`config.mk`:
```
export PLATFORM = sky130hd
export DESIGN_NAME = mem_port_arbiter
export DESIGN_NICKNAME = d
export VERILOG_FILES = /design/src/rtl/mem_port_arbiter.sv
export SDC_FILE = /design/constraint.sdc
export NUM_CORES = 1
export LEC_CHECK = 0
export ABC_AREA = 1
export BUFFER_PORTS_ARGS = -buffer_cell sky130_fd_sc_hd__clkbuf_2
export CORE_MARGIN = 2
export CORE_UTILIZATION = 49
export CTS_CLUSTER_DIAMETER = 80
export DETAILED_ROUTE_END_ITERATION = 8
export PLACE_DENSITY = 0.85
export SYNTH_ARGS = -nofsm -noshare
export SYNTH_HDL_FRONTEND = slang
export SYNTH_SLANG_ARGS = --single-unit
```
`constraint.sdc`:
```
create_clock -name i_clock -period 2.1 [get_ports i_clock]
set_input_delay 0.105 -clock i_clock [delete_from_list [all_inputs] [get_ports i_clock]]
set_output_delay 0.105 -clock i_clock [all_outputs]
set_load 0.005 [all_outputs]
```
`src/rtl/mem_port_arbiter.sv`:
```
// Fetch/data arbiter and wait-state sequencer for the single external memory port.
// Define ARB_FAIR_EN to compile in the fetch anti-starvation counter; otherwise data has priority.
module mem_port_arbiter #(
    parameter int unsigned AW          = 10,
    parameter int unsigned DW          = 32,
    parameter int unsigned WAIT_STATES = 1,
    parameter int unsigned STARVE_MAX  = 4
) (
    input  logic          i_clock,
    input  logic          i_reset_n,
    input  logic          i_if_req,
    input  logic [AW-1:0] i_if_addr,
    output logic          o_if_ack,
    input  logic          i_dt_req,
    input  logic          i_dt_we,
    input  logic [AW-1:0] i_dt_addr,
    input  logic [DW-1:0] i_dt_wdata,
    output logic          o_dt_ack,
    output logic [DW-1:0] o_rd_data,
    output logic          o_mem_en,
    output logic          o_mem_we,
    output logic [AW-1:0] o_mem_addr,
    output logic [DW-1:0] o_mem_wdata,
    input  logic [DW-1:0] i_mem_rdata,
    output logic          o_owner,
    output logic          o_busy
);

    if (WAIT_STATES > 15 || STARVE_MAX < 1 || STARVE_MAX > 15) begin : g_bad_params
        $error("mem_port_arbiter: WAIT_STATES must be 0..15, STARVE_MAX 1..15");
    end

    typedef enum logic [1:0] {StIdle, StBusy, StAck} state_e;

    state_e        r_state, w_state_next;
    logic [3:0]    r_wait_cnt;
    logic          r_owner, r_mem_en, r_mem_we;
    logic [AW-1:0] r_mem_addr;
    logic [DW-1:0] r_mem_wdata, r_rd_data;
    logic          w_grant_any, w_grant_dt, w_fetch_ovr, w_wait_done;

    assign w_grant_any = i_if_req | i_dt_req;
    assign w_grant_dt  = i_dt_req & ~(i_if_req & w_fetch_ovr);
    assign w_wait_done = (r_wait_cnt == 4'd0);

`ifdef ARB_FAIR_EN
    logic [3:0] r_starve;

    assign w_fetch_ovr = (r_starve == 4'(STARVE_MAX));

    // Counts data grants that overtook a waiting fetch
    always_ff @(posedge i_clock or negedge i_reset_n) begin
        if (!i_reset_n) begin
            r_starve <= 4'd0;
        end else if (r_state == StIdle && w_grant_any) begin
            if (!w_grant_dt) begin
                r_starve <= 4'd0;
            end else if (i_if_req && r_starve != 4'(STARVE_MAX)) begin
                r_starve <= r_starve + 4'd1;
            end
        end
    end
`else
    assign w_fetch_ovr = 1'b0;
`endif

    always_ff @(posedge i_clock or negedge i_reset_n) begin
        if (!i_reset_n) begin
            r_state <= StIdle;
        end else begin
            r_state <= w_state_next;
        end
    end

    always_comb begin
        w_state_next = r_state;
        unique case (r_state)
            StIdle:  if (w_grant_any) w_state_next = StBusy;
            StBusy:  if (w_wait_done) w_state_next = StAck;
            StAck:   w_state_next = StIdle;
            default: w_state_next = StIdle;
        endcase
    end

    always_ff @(posedge i_clock or negedge i_reset_n) begin
        if (!i_reset_n) begin
            r_wait_cnt  <= 4'd0;
            r_owner     <= 1'b0;
            r_mem_en    <= 1'b0;
            r_mem_we    <= 1'b0;
            r_mem_addr  <= '0;
            r_mem_wdata <= '0;
            r_rd_data   <= '0;
        end else begin
            unique case (r_state)
                StIdle: begin
                    if (w_grant_any) begin
                        r_owner     <= w_grant_dt;
                        r_mem_en    <= 1'b1;
                        r_mem_we    <= w_grant_dt & i_dt_we;
                        r_mem_addr  <= w_grant_dt ? i_dt_addr : i_if_addr;
                        r_mem_wdata <= w_grant_dt ? i_dt_wdata : '0;
                        r_wait_cnt  <= 4'(WAIT_STATES);
                    end
                end
                StBusy: begin
                    if (w_wait_done) begin
                        r_rd_data <= i_mem_rdata;
                        r_mem_en  <= 1'b0;
                        r_mem_we  <= 1'b0;
                    end else begin
                        r_wait_cnt <= r_wait_cnt - 4'd1;
                    end
                end
                default: ;
            endcase
        end
    end

    always_comb begin
        o_busy      = (r_state != StIdle);
        o_if_ack    = (r_state == StAck) & ~r_owner;
        o_dt_ack    = (r_state == StAck) & r_owner;
        o_owner     = r_owner;
        o_mem_en    = r_mem_en;
        o_mem_we    = r_mem_we;
        o_mem_addr  = r_mem_addr;
        o_mem_wdata = r_mem_wdata;
        o_rd_data   = r_rd_data;
    end

endmodule

```
==> summary.md, run 1 <==
| Metric | Value |
|---|---|
| Status | `complete, no violations` |
| Synth Area in Adders | `0.00735` |
| DRC Markers | `0` |
| Fin Setup TNS | `0 ns` |
| Antenna Nets Post-Route | `0` |
| Total Routing Usage GR | `0.257` |
| Clock Path Buffers | `2` |
| Final-report hold violation count | `0` |
| Max-Cap Viols | `0` |
| Diode count | `0` |
| Top Ports | `169` |
| Least-Margin Pin Slew | `approximately 0.59 ns` |
| CP cell instances | `nor2_4 -> buf_4 -> inv_1 -> clkbuf_2` |
| Yosys cell types | `19` |
| Starting Density | `0.504` |
| Post-synthesis net count | `around 480` |
| Total chip power | `6610 uW` |
| Area Growth Syn to Fin | `47.8%` |
| Crit path largest cell delay | `~0.45 ns` |
| Die X | `87.4 um` |
| Critical Path RT | `roughly 2.0 ns` |
| Max FO, Critical Path | `26` |
| Most Used Layer, Global Route | `met2` |
| Vias | `3413` |
| Site Rows | `30` |
| Synthesized area per cell | `8.80 sq um` |
| Compound-Gate Fraction of Synth Area | `0.0401` |
| Final WL | `9710 um` |
| Post-synthesis sequential area ratio | `0.610` |
| Via density | `~4.9` |
| Post-cts resize count | `0` |
| CP max-delay cell | `dfrtp_1` |
| Final net count | `~700` |
| Fin crit period | `about 1.7 ns` |
| Clock skew | `0.0104 ns` |
| Most common cell after layout, fill and taps aside | `nand2_1` |
| Number of fillers in the final layout | `about 450` |
| Syn Inst Count | `a little under 400` |
| RSZ-0062 raised after global routing | `no` |
| Grt met1 use | `0.333` |
| Core area | `6760 sq um` |
| Final Max Tran Viols | `0` |
| Peak Freq | `roughly 0.57 GHz` |
| Worst Setup Start Kind | `register` |
| Pre-CTS WS | `between 0.6 and 0.7 ns` |
| Final setup vio count | `0` |
| Maximum vdd drop | `about 650 uV` |
| Crit path setup slack, layout | `0.359 ns` |
| Leak | `0.00289 uW` |
| Drt pass-1 iters | `4` |
| Initial antenna violation count | `0` |
| Root Driver | `clkbuf_8` |
| Hold WC Path Type | `in -> reg` |
| GR Util met3 | `0.0607` |
| Share of cells above drive strength 1 | `0.317` |
| Post-synthesis xor/xnor area fraction | `0.00257` |
| Placed Area | `4280 sq um` |
| Die H | `87.4 um` |
| Congestion Overflow GR | `0` |
| Hold path depth | `3` |
| Mux contribution to synthesized area | `0` |
| Final worst-path cycle share | `0.829` |
| Routed WL per cell | `14.0 um` |
| # Post-CTS Setup Buffers | `0` |
| CP top delay family | `buffers and inverters` |
| DRT iter0 DRCs | `175` |
| Synthesis Warnings | `0` |
| Pwr dens | `1310 nW/um^2` |
| H-tree levels | `3` |
| Type of the worst setup path | `reg -> out` |
| Largest family of logic cells by synthesized area | `simple AND/OR/NAND/NOR gates` |
| CP endpoint kind | `primary output` |
| Die ar. | `7630 sq um` |
| Worst Path Arrival | `between 1.5 and 2 ns` |
| Later-pin clock latency in the skew report | `0.33 ns` |
| First-pass GRT wire length | `around 15000 um` |
| Most frequent cells in the layout | `nand2_1, clkbuf_2, dfrtp_1, dlygate4sd3_1, nand3_1` |
| CTS Hold Buffers Added | `56` |
| GR Util met2 | `0.419` |
| Simple-Gate Fraction of Synth Area | `0.277` |
| R2R cell count | `7` |
| Critical path depth | `4` |
| Clock Pin Slew Worst Setup and Hold Paths | `0.08 ns` |
| # port buffers | `168` |
| Clk sinks | `83` |
| Gpl congestion | `between 0.7 and 0.8` |
| Slew headroom | `0.609` |
| CTS tree | `yes` |
| #FFs+latches synth | `83` |
| Post-route cell area | `5030 sq um` |
| TritonCTS Buffers | `9` |
| Post-DP HPWL | `5770 um` |
| Largest net degree at the start of global routing | `44` |
| Synthesized cell area | `3400 sq um` |
| Vias in the first global route | `3321` |
| Buf/Inv on CP | `3` |
[flip-flops by register name, indices dropped and copies added (netlist names)]
| signal | count |
|---|---|
| o_mem_addr | 10 |
| o_owner | 1 |
| o_rd_data | 32 |
| r_wait_cnt | 4 |
| o_mem_wdata | 32 |
| r_state | 2 |
| o_mem_we | 1 |
| o_mem_en | 1 |
[per-stage QoR]
| step | cells | util | hold WS (ns) |
|---|---|---|---|
| floorplan | 387 | - | -0.191 |
| global route | 692 | 0.745 | 0.00273 |
| global placement | 620 | 0.633 | 0.118 |
| CTS | 692 | 0.745 | 0.000415 |
| detailed placement | 620 | 0.633 | 0.126 |
| finish | 692 | 0.745 | 0.00908 |
[layer usage]
layer / share of wire / vias to the layer above
met1: 0.41 / 1579
met4: 0.017 / 0
met2: 0.48 / 185
met3: 0.096 / 14
met5: 0 / -
li1: - / 1635
[synth_stat cells (all sizes together)]
cell type,count,share of area
buf,12,0.030
clkbuf,9,0.0099
dfrtp,83,0.61
ha,2,0.0073
inv,20,0.023
nand2,194,0.22
nand3,34,0.050
nor2,4,0.0088
nor3,2,0.0029
o21ai,24,0.036
o22ai,2,0.0037
xnor2,1,0.0026
[cell families after synthesis]
| family | Yosys count |
|---|---|
| AOI/OAI and AO/OA | 26 |
| buffers and inverters | 41 |
| DFF | 83 |
| and+or+nand+nor | 234 |
| adders and majority gates | 2 |
| xor gates and xnor gates | 1 |
[power by group]
| part | total [uW] | internal, uW | leakage (uW) | switching, uW |
|---|---|---|---|---|
| combinational | 2700 | 1120 | 0.00177 | 1570 |
| clock | 1120 | 582 | 0.0000926 | 535 |
| sequential | 2790 | 2350 | 0.00103 | 445 |
[worst min-delay path: cells and delay by family]
family        cells  cell delay [ns]
buf+inv           1             0.08
simple gates      2             0.11
[final cells by class]
type                    count  area (sq um)  share of cell area
multi-input cells         263          1120               0.223
clock buffers              12           145              0.0288
well taps                  80           100              0.0199
repair buffers            230          1460               0.290
inverters                  20          77.6              0.0154
clock inverters             4          50.0             0.00995
flip-flops and latches     83          2080               0.413
[worst paths after layout]
kind / slack (ns) / start / endpoint
min in group asynchronous: 0.30 / i_reset_n / o_rd_data[7]
max in group asynchronous: 1.19 / i_reset_n / o_mem_we
min reg2reg: 0.48 / o_rd_data[9] / o_rd_data[9]
min: 0.009 / i_dt_wdata[17] / o_mem_wdata[17]
max reg2reg: 0.59 / r_wait_cnt[0] / o_rd_data[14]
max: 0.36 / r_state[0] / o_busy
Note: power is estimated with default switching activity, not from simulation.
==> run 2: changes to the inputs <==
CORE_UTILIZATION = 46   (was 49)
PLACE_DENSITY = 0.8   (was 0.85)
clock period = 1.71 ns   (was 2.1 ns; I/O delays follow)
==> summary.md, run 2 (same netlist as run 1, synthesis figures left out) <==
| Metric | Value |
|---|---|
| Register area | `about 2100 sq um` |
| H-tree levels | `3` |
| Site Rows | `31` |
| CP max-delay cell | `dfrtp_1` |
| TritonCTS Buffers | `9` |
| Total Routing Usage GR | `0.254` |
| Worst r2r dst | `o_rd_data[18]` |
| Fin Setup TNS | `0 ns` |
| Slew headroom | `0.548` |
| Final setup vio count | `0` |
| Largest net degree at the start of global routing | `55` |
| Clock Pin Slew Worst Setup and Hold Paths | `0.08 ns` |
| DRC Markers | `0` |
| Final std cells w/o fill | `723` |
| Hold path depth | `3` |
| Total chip power | `7950 uW` |
| Peak Freq | `~0.66 GHz` |
| Drt pass-1 iters | `5` |
| Die X | `90.0 um` |
| Core area | `7210 sq um` |
| CP endpoint kind | `primary output` |
| Hold_sp | `i_if_addr[5]` |
| Die ar. | `8110 sq um` |
| Initial antenna violation count | `0` |
| Congestion Overflow GR | `0` |
| Routed WL per cell | `13.5 um` |
| Multi-input logic area | `around 1100 sq um` |
| R2R cell count | `7` |
| Via density | `4.80` |
| Maximum vdd drop | `785 uV` |
| Most frequent cells in the layout | `nand2_1, clkbuf_2, dfrtp_1, dlygate4sd3_1, nand3_1` |
| # port buffers | `168` |
| Leak | `around 0.0029 uW` |
| Clock skew | `around 0.0051 ns` |
| Root Driver | `clkbuf_8` |
| Worst Path Arrival | `1.43 ns` |
| Vias | `3471` |
| Final-report hold violation count | `0` |
| Final Max Tran Viols | `0` |
| Starting Density | `0.472` |
| Clock Path Buffers | `2` |
| Top Ports | `~170` |
| Status | `complete, no violations` |
| Later-pin clock latency in the skew report | `0.33 ns` |
| FF-to-FF Start | `r_wait_cnt[0]` |
| Final net count | `711` |
| Die H | `90.0 um` |
| Fin crit period | `approximately 1.5 ns` |
| First-pass GRT wire length | `roughly 17000 um` |
| FF-to-FF setup slack | `roughly 0.3 ns` |
| Clk sinks | `83` |
| Most common cell after layout, fill and taps aside | `nand2_1` |
| Worst Setup Start Kind | `register` |
| Max-Cap Viols | `0` |
| Crit path largest cell delay | `0.46 ns` |
| GR Util met3 | `0.0704` |
| Critical Path RT | `1.62 ns` |
| Type of the worst setup path | `reg -> out` |
| Antenna Nets Post-Route | `0` |
| RSZ-0062 raised after global routing | `no` |
| DRT iter0 DRCs | `160` |
| CTS tree | `yes` |
| Final WL | `9750 um` |
| Final worst-path cycle share | `0.888` |
| GR Util met2 | `0.412` |
| Hold path endpoint | `o_mem_addr[5]` |
| Grt met1 use | `0.331` |
| DP Cell Count | `642` |
| Diode count | `0` |
| Post-DP HPWL | `6090 um` |
| Number of fillers in the final layout | `518` |
| Max FO, Critical Path | `35` |
| Area Growth Syn to Fin | `51.2%` |
| CP cell instances | `nor2_4 -> buf_6 -> inv_1 -> clkbuf_2` |
| Most Used Layer, Global Route | `met2` |
| Vias in the first global route | `3523` |
| Hold WC Path Type | `in -> reg` |
| Share of cells above drive strength 1 | `0.316` |
| Least-Margin Pin Slew | `0.676 ns` |
| Gpl congestion | `approximately 0.81` |
| Pwr dens | `approximately 1500 nW/um^2` |
==> run 2: cell types whose count changed in the layout (fill, tap and decap cells not counted), sizes merged <==
| cell | previous run | this run |
|---|---|---|
| dlygate4sd3 | 56 | 66 |
| bufinv | 1 | 0 |
| clkinv | 1 | 4 |
| clkinvlp | 2 | 1 |
| buf | 7 | 10 |
| clkbuf | 179 | 177 |
==> run 2: worst max path at each step <==
| stage | cells past startpoint | to | slack, ns | from |
|---|---|---|---|---|
| after floorplan | 8 | o_rd_data[10] | 0.42 | r_wait_cnt[0] |
| after global placement | 7 | o_rd_data[18] | 0.34 | r_wait_cnt[0] |
| after detailed placement | 7 | o_rd_data[18] | 0.32 | r_wait_cnt[0] |
| after CTS | 4 | o_busy | 0.11 | r_state[0] |
| after global routing | 4 | o_busy | 0.09 | r_state[0] |
| final | 4 | o_busy | 0.19 | r_state[0] |
==> run 2: per-layer routing <==
metal	up-vias	routed length, um
met5	-	0
met4	0	170
met3	17	987
met2	197	4530
met1	1599	4070
li1	1658	-
==> run 2: area by class of cell <==
cell class,instances,area share
inverter,20,0.0151
multi-input combinational,263,0.218
sequential,83,0.404
tap,99,0.0241
timing repair buffer,243,0.309
clock buffer,10,0.0248
clock inverter,5,0.00608
==> run 2: timing repair <==
item	4_1_cts	5_1_grt
endpoints found under the hold margin	101	0
setup endpoints to repair	0	1
hold buffers	66	0
gates resized for setup	0	1
buffers inserted	0	0
==> run 2: worst max-delay path, delay by kind of cell, from the launching register on <==
family	cells	cell delay (ns)
AND/OR/NAND/NOR	1	0.17
buffers and inverters	3	0.46
flip-flops	1	0.46
==> run 2: power breakdown <==
group	internal (uW)	total, uW	leakage (uW)	switching (uW)
registers	2880	3440	0.00103	551
clock network	515	1170	0.0000819	658
logic	1420	3340	0.00182	1920
==> run 2: per-stage QoR <==
stage          area, sq um  hold WS, ns   util  worst slack (ns)
2_1_floorplan         3400       -0.210      -             0.418
3_3_place_gp          4320       0.0835  0.599             0.339
3_5_place_dp          4320       0.0841  0.599             0.316
4_1_cts               5140      0.00844  0.713             0.109
5_1_grt               5150       0.0550  0.713            0.0882
6_report              5150       0.0329  0.713             0.192
==> run 3: changes to the inputs <==
CORE_UTILIZATION = 35   (was 46)
PLACE_DENSITY = not set   (was 0.8)
==> summary.md, run 3 (same netlist as run 1, synthesis figures left out) <==
| Metric | Value |
|---|---|
| Post-DP HPWL | `6240 um` |
| Cell internal pwr | `5140 uW` |
| H-tree levels | `3` |
| Leak | `0.00295 uW` |
| Initial antenna violation count | `1` |
| Post-route cell area | `5220 sq um` |
| Root Driver | `clkbuf_8` |
| # port buffers | `roughly 170` |
| # Post-CTS Setup Buffers | `0` |
| Top Ports | `between 150 and 200` |
| Slew headroom | `0.663` |
| Vias | `3288` |
| Placed Area | `roughly 4400 sq um` |
| Diode count | `0` |
| Starting Density | `0.365` |
| Most common cell after layout, fill and taps aside | `nand2_1` |
| Comb power frac | `0.398` |
| Clock skew | `0.0102 ns` |
| Final net count | `~700` |
| Final WL | `between 9000 and 10000 um` |
| GR Util met3 | `0.0590` |
| Peak Freq | `0.636 GHz` |
| R2R cell count | `4` |
| RSZ-0062 raised after global routing | `no` |
| Total Routing Usage GR | `0.179` |
| Least-Margin Pin Slew | `0.506 ns` |
| Final std cells w/o fill | `749` |
| CP cell instances | `nor2_4 -> buf_4 -> inv_1 -> clkbuf_2` |
| DRT iter0 DRCs | `between 100 and 150` |
| Final Max Tran Viols | `0` |
| Number of fillers in the final layout | `roughly 840` |
| Routed WL per cell | `12.5 um` |
| Final setup vio count | `0` |
| Fin crit period | `1.57 ns` |
| CP top delay family | `buffers and inverters` |
| Area Growth Syn to Fin | `53.2%` |
| Clock Path Buffers | `2` |
| Max-Cap Viols | `0` |
| Site Rows | `35` |
| Hold path depth | `3` |
| Switch Pwr | `around 3000 uW` |
| CP max-delay cell | `dfrtp_1` |
| Maximum vdd drop | `617 uV` |
| Critical path depth | `4` |
| Post-layout util | `0.559` |
| Core area | `9330 sq um` |
| Worst Path Arrival | `1.49 ns` |
| Later-pin clock latency in the skew report | `0.34 ns` |
| Crit path largest cell delay | `0.44 ns` |
| CTS tree | `yes` |
| Grt met1 use | `0.219` |
| DRC Markers | `0` |
| Most Used Layer, Global Route | `met2` |
| Die ar. | `10500 sq um` |
| Gpl congestion | `0.748` |
| Final worst-path cycle share | `0.920` |
| Share of cells above drive strength 1 | `0.315` |
| Congestion Overflow GR | `0` |
| GR Util met2 | `0.296` |
| Die H | `103 um` |
| TritonCTS Buffers | `9` |
| Share of total power in the clock network | `0.185` |
| First-pass GRT wire length | `14900 um` |
| Largest net degree at the start of global routing | `55` |
| Via density | `approximately 4.4` |
| Pwr dens | `1580 nW/um^2` |
| Type of the worst setup path | `reg -> out` |
| DP Cell Count | `669` |
| Hold WC Path Type | `in -> reg` |
| Die X | `103 um` |
| Clk sinks | `83` |
| Fraction of power consumed by sequential logic | `0.416` |
| Vias in the first global route | `3293` |
| Clock Pin Slew Worst Setup and Hold Paths | `0.08 ns` |
| Sw Ratio | `0.375` |
| Fin Setup TNS | `0 ns` |
| Buf/Inv on CP | `3` |
| Antenna Nets Post-Route | `0` |
| Max FO, Critical Path | `35` |
| Status | `complete, no violations` |
| Drt pass-1 iters | `6` |
| Most frequent cells in the layout | `nand2_1, clkbuf_2, dfrtp_1, dlygate4sd3_1, nand3_1` |
| CP endpoint kind | `primary output` |
| Worst Setup Start Kind | `register` |
| Critical Path RT | `1.62 ns` |
| Final-report hold violation count | `0` |
## run 3: changes by cell type in the layout (fill, tap and decap cells not counted)
| cell | previous run | this run |
|---|---|---|
| buf_12 | 1 | 2 |
| buf_4 | 8 | 5 |
| buf_6 | 1 | 0 |
| bufinv_16 | 0 | 2 |
| clkbuf_1 | 1 | 0 |
| clkbuf_8 | 9 | 10 |
| clkinv_2 | 3 | 2 |
| clkinv_4 | 1 | 0 |
| dlygate4sd3_1 | 66 | 65 |
## run 3: tightest hold or removal path, cell delays in order
cell	delay, ns
clkbuf_2	0.10
o21ai_4	0.07
nand2_1	0.06
## run 3: layout make-up
type	count	area, sq um	area share
Tap cell	129	161	0.0309
Clock buffer	10	138	0.0264
Inverter	20	77.6	0.0149
Sequential cell	83	2080	0.398
Multi-Input combinational cell	263	1120	0.215
Timing Repair Buffer	239	1560	0.300
Clock inverter	5	77.6	0.0149
## run 3: per-stage QoR
step                hold WS (ns)  worst slack [ns]  total power, uW
detailed placement        0.0866             0.304             6670
global route              0.0219            0.0311             9000
finish                    0.0147             0.138             8220
CTS                     0.000296             0.105             8330
global placement          0.0876             0.348             6550
floorplan                 -0.210             0.418             5250
## run 3: timing repair
item                       4_1_cts  5_1_grt
hold endpoints to repair        99        0
hold buffers                    65        0
setup endpoints to repair        0        0
resized for setup                0        0
## run 3: path summary, 6_finish.rpt
| check | startpoint | end | slack (ns) |
|---|---|---|---|
| max reg2reg | r_state[0] | o_mem_addr[0] | 0.32 |
| min reg2reg | o_mem_wdata[12] | o_mem_wdata[12] | 0.48 |
| min | i_if_req | o_mem_en | 0.01 |
| max | r_state[0] | o_busy | 0.14 |
| min in group asynchronous | i_reset_n | o_rd_data[2] | 0.26 |
| max in group asynchronous | i_reset_n | o_rd_data[22] | 0.87 |
## run 3: metal layers
layer	vias up	share of wire
met4	0	0.013
met1	1481	0.43
li1	1650	-
met5	-	0
met3	12	0.10
met2	145	0.45
## run 3: power by group through the flow
stage,Combinational [uW],Clock (uW),Sequential (uW)
2_1_floorplan,1790,0,3450
3_3_place_gp,3150,0,3410
3_5_place_dp,3240,0,3440
4_1_cts,3340,1580,3420
5_1_grt,3810,1660,3530
6_report,3270,1520,3420
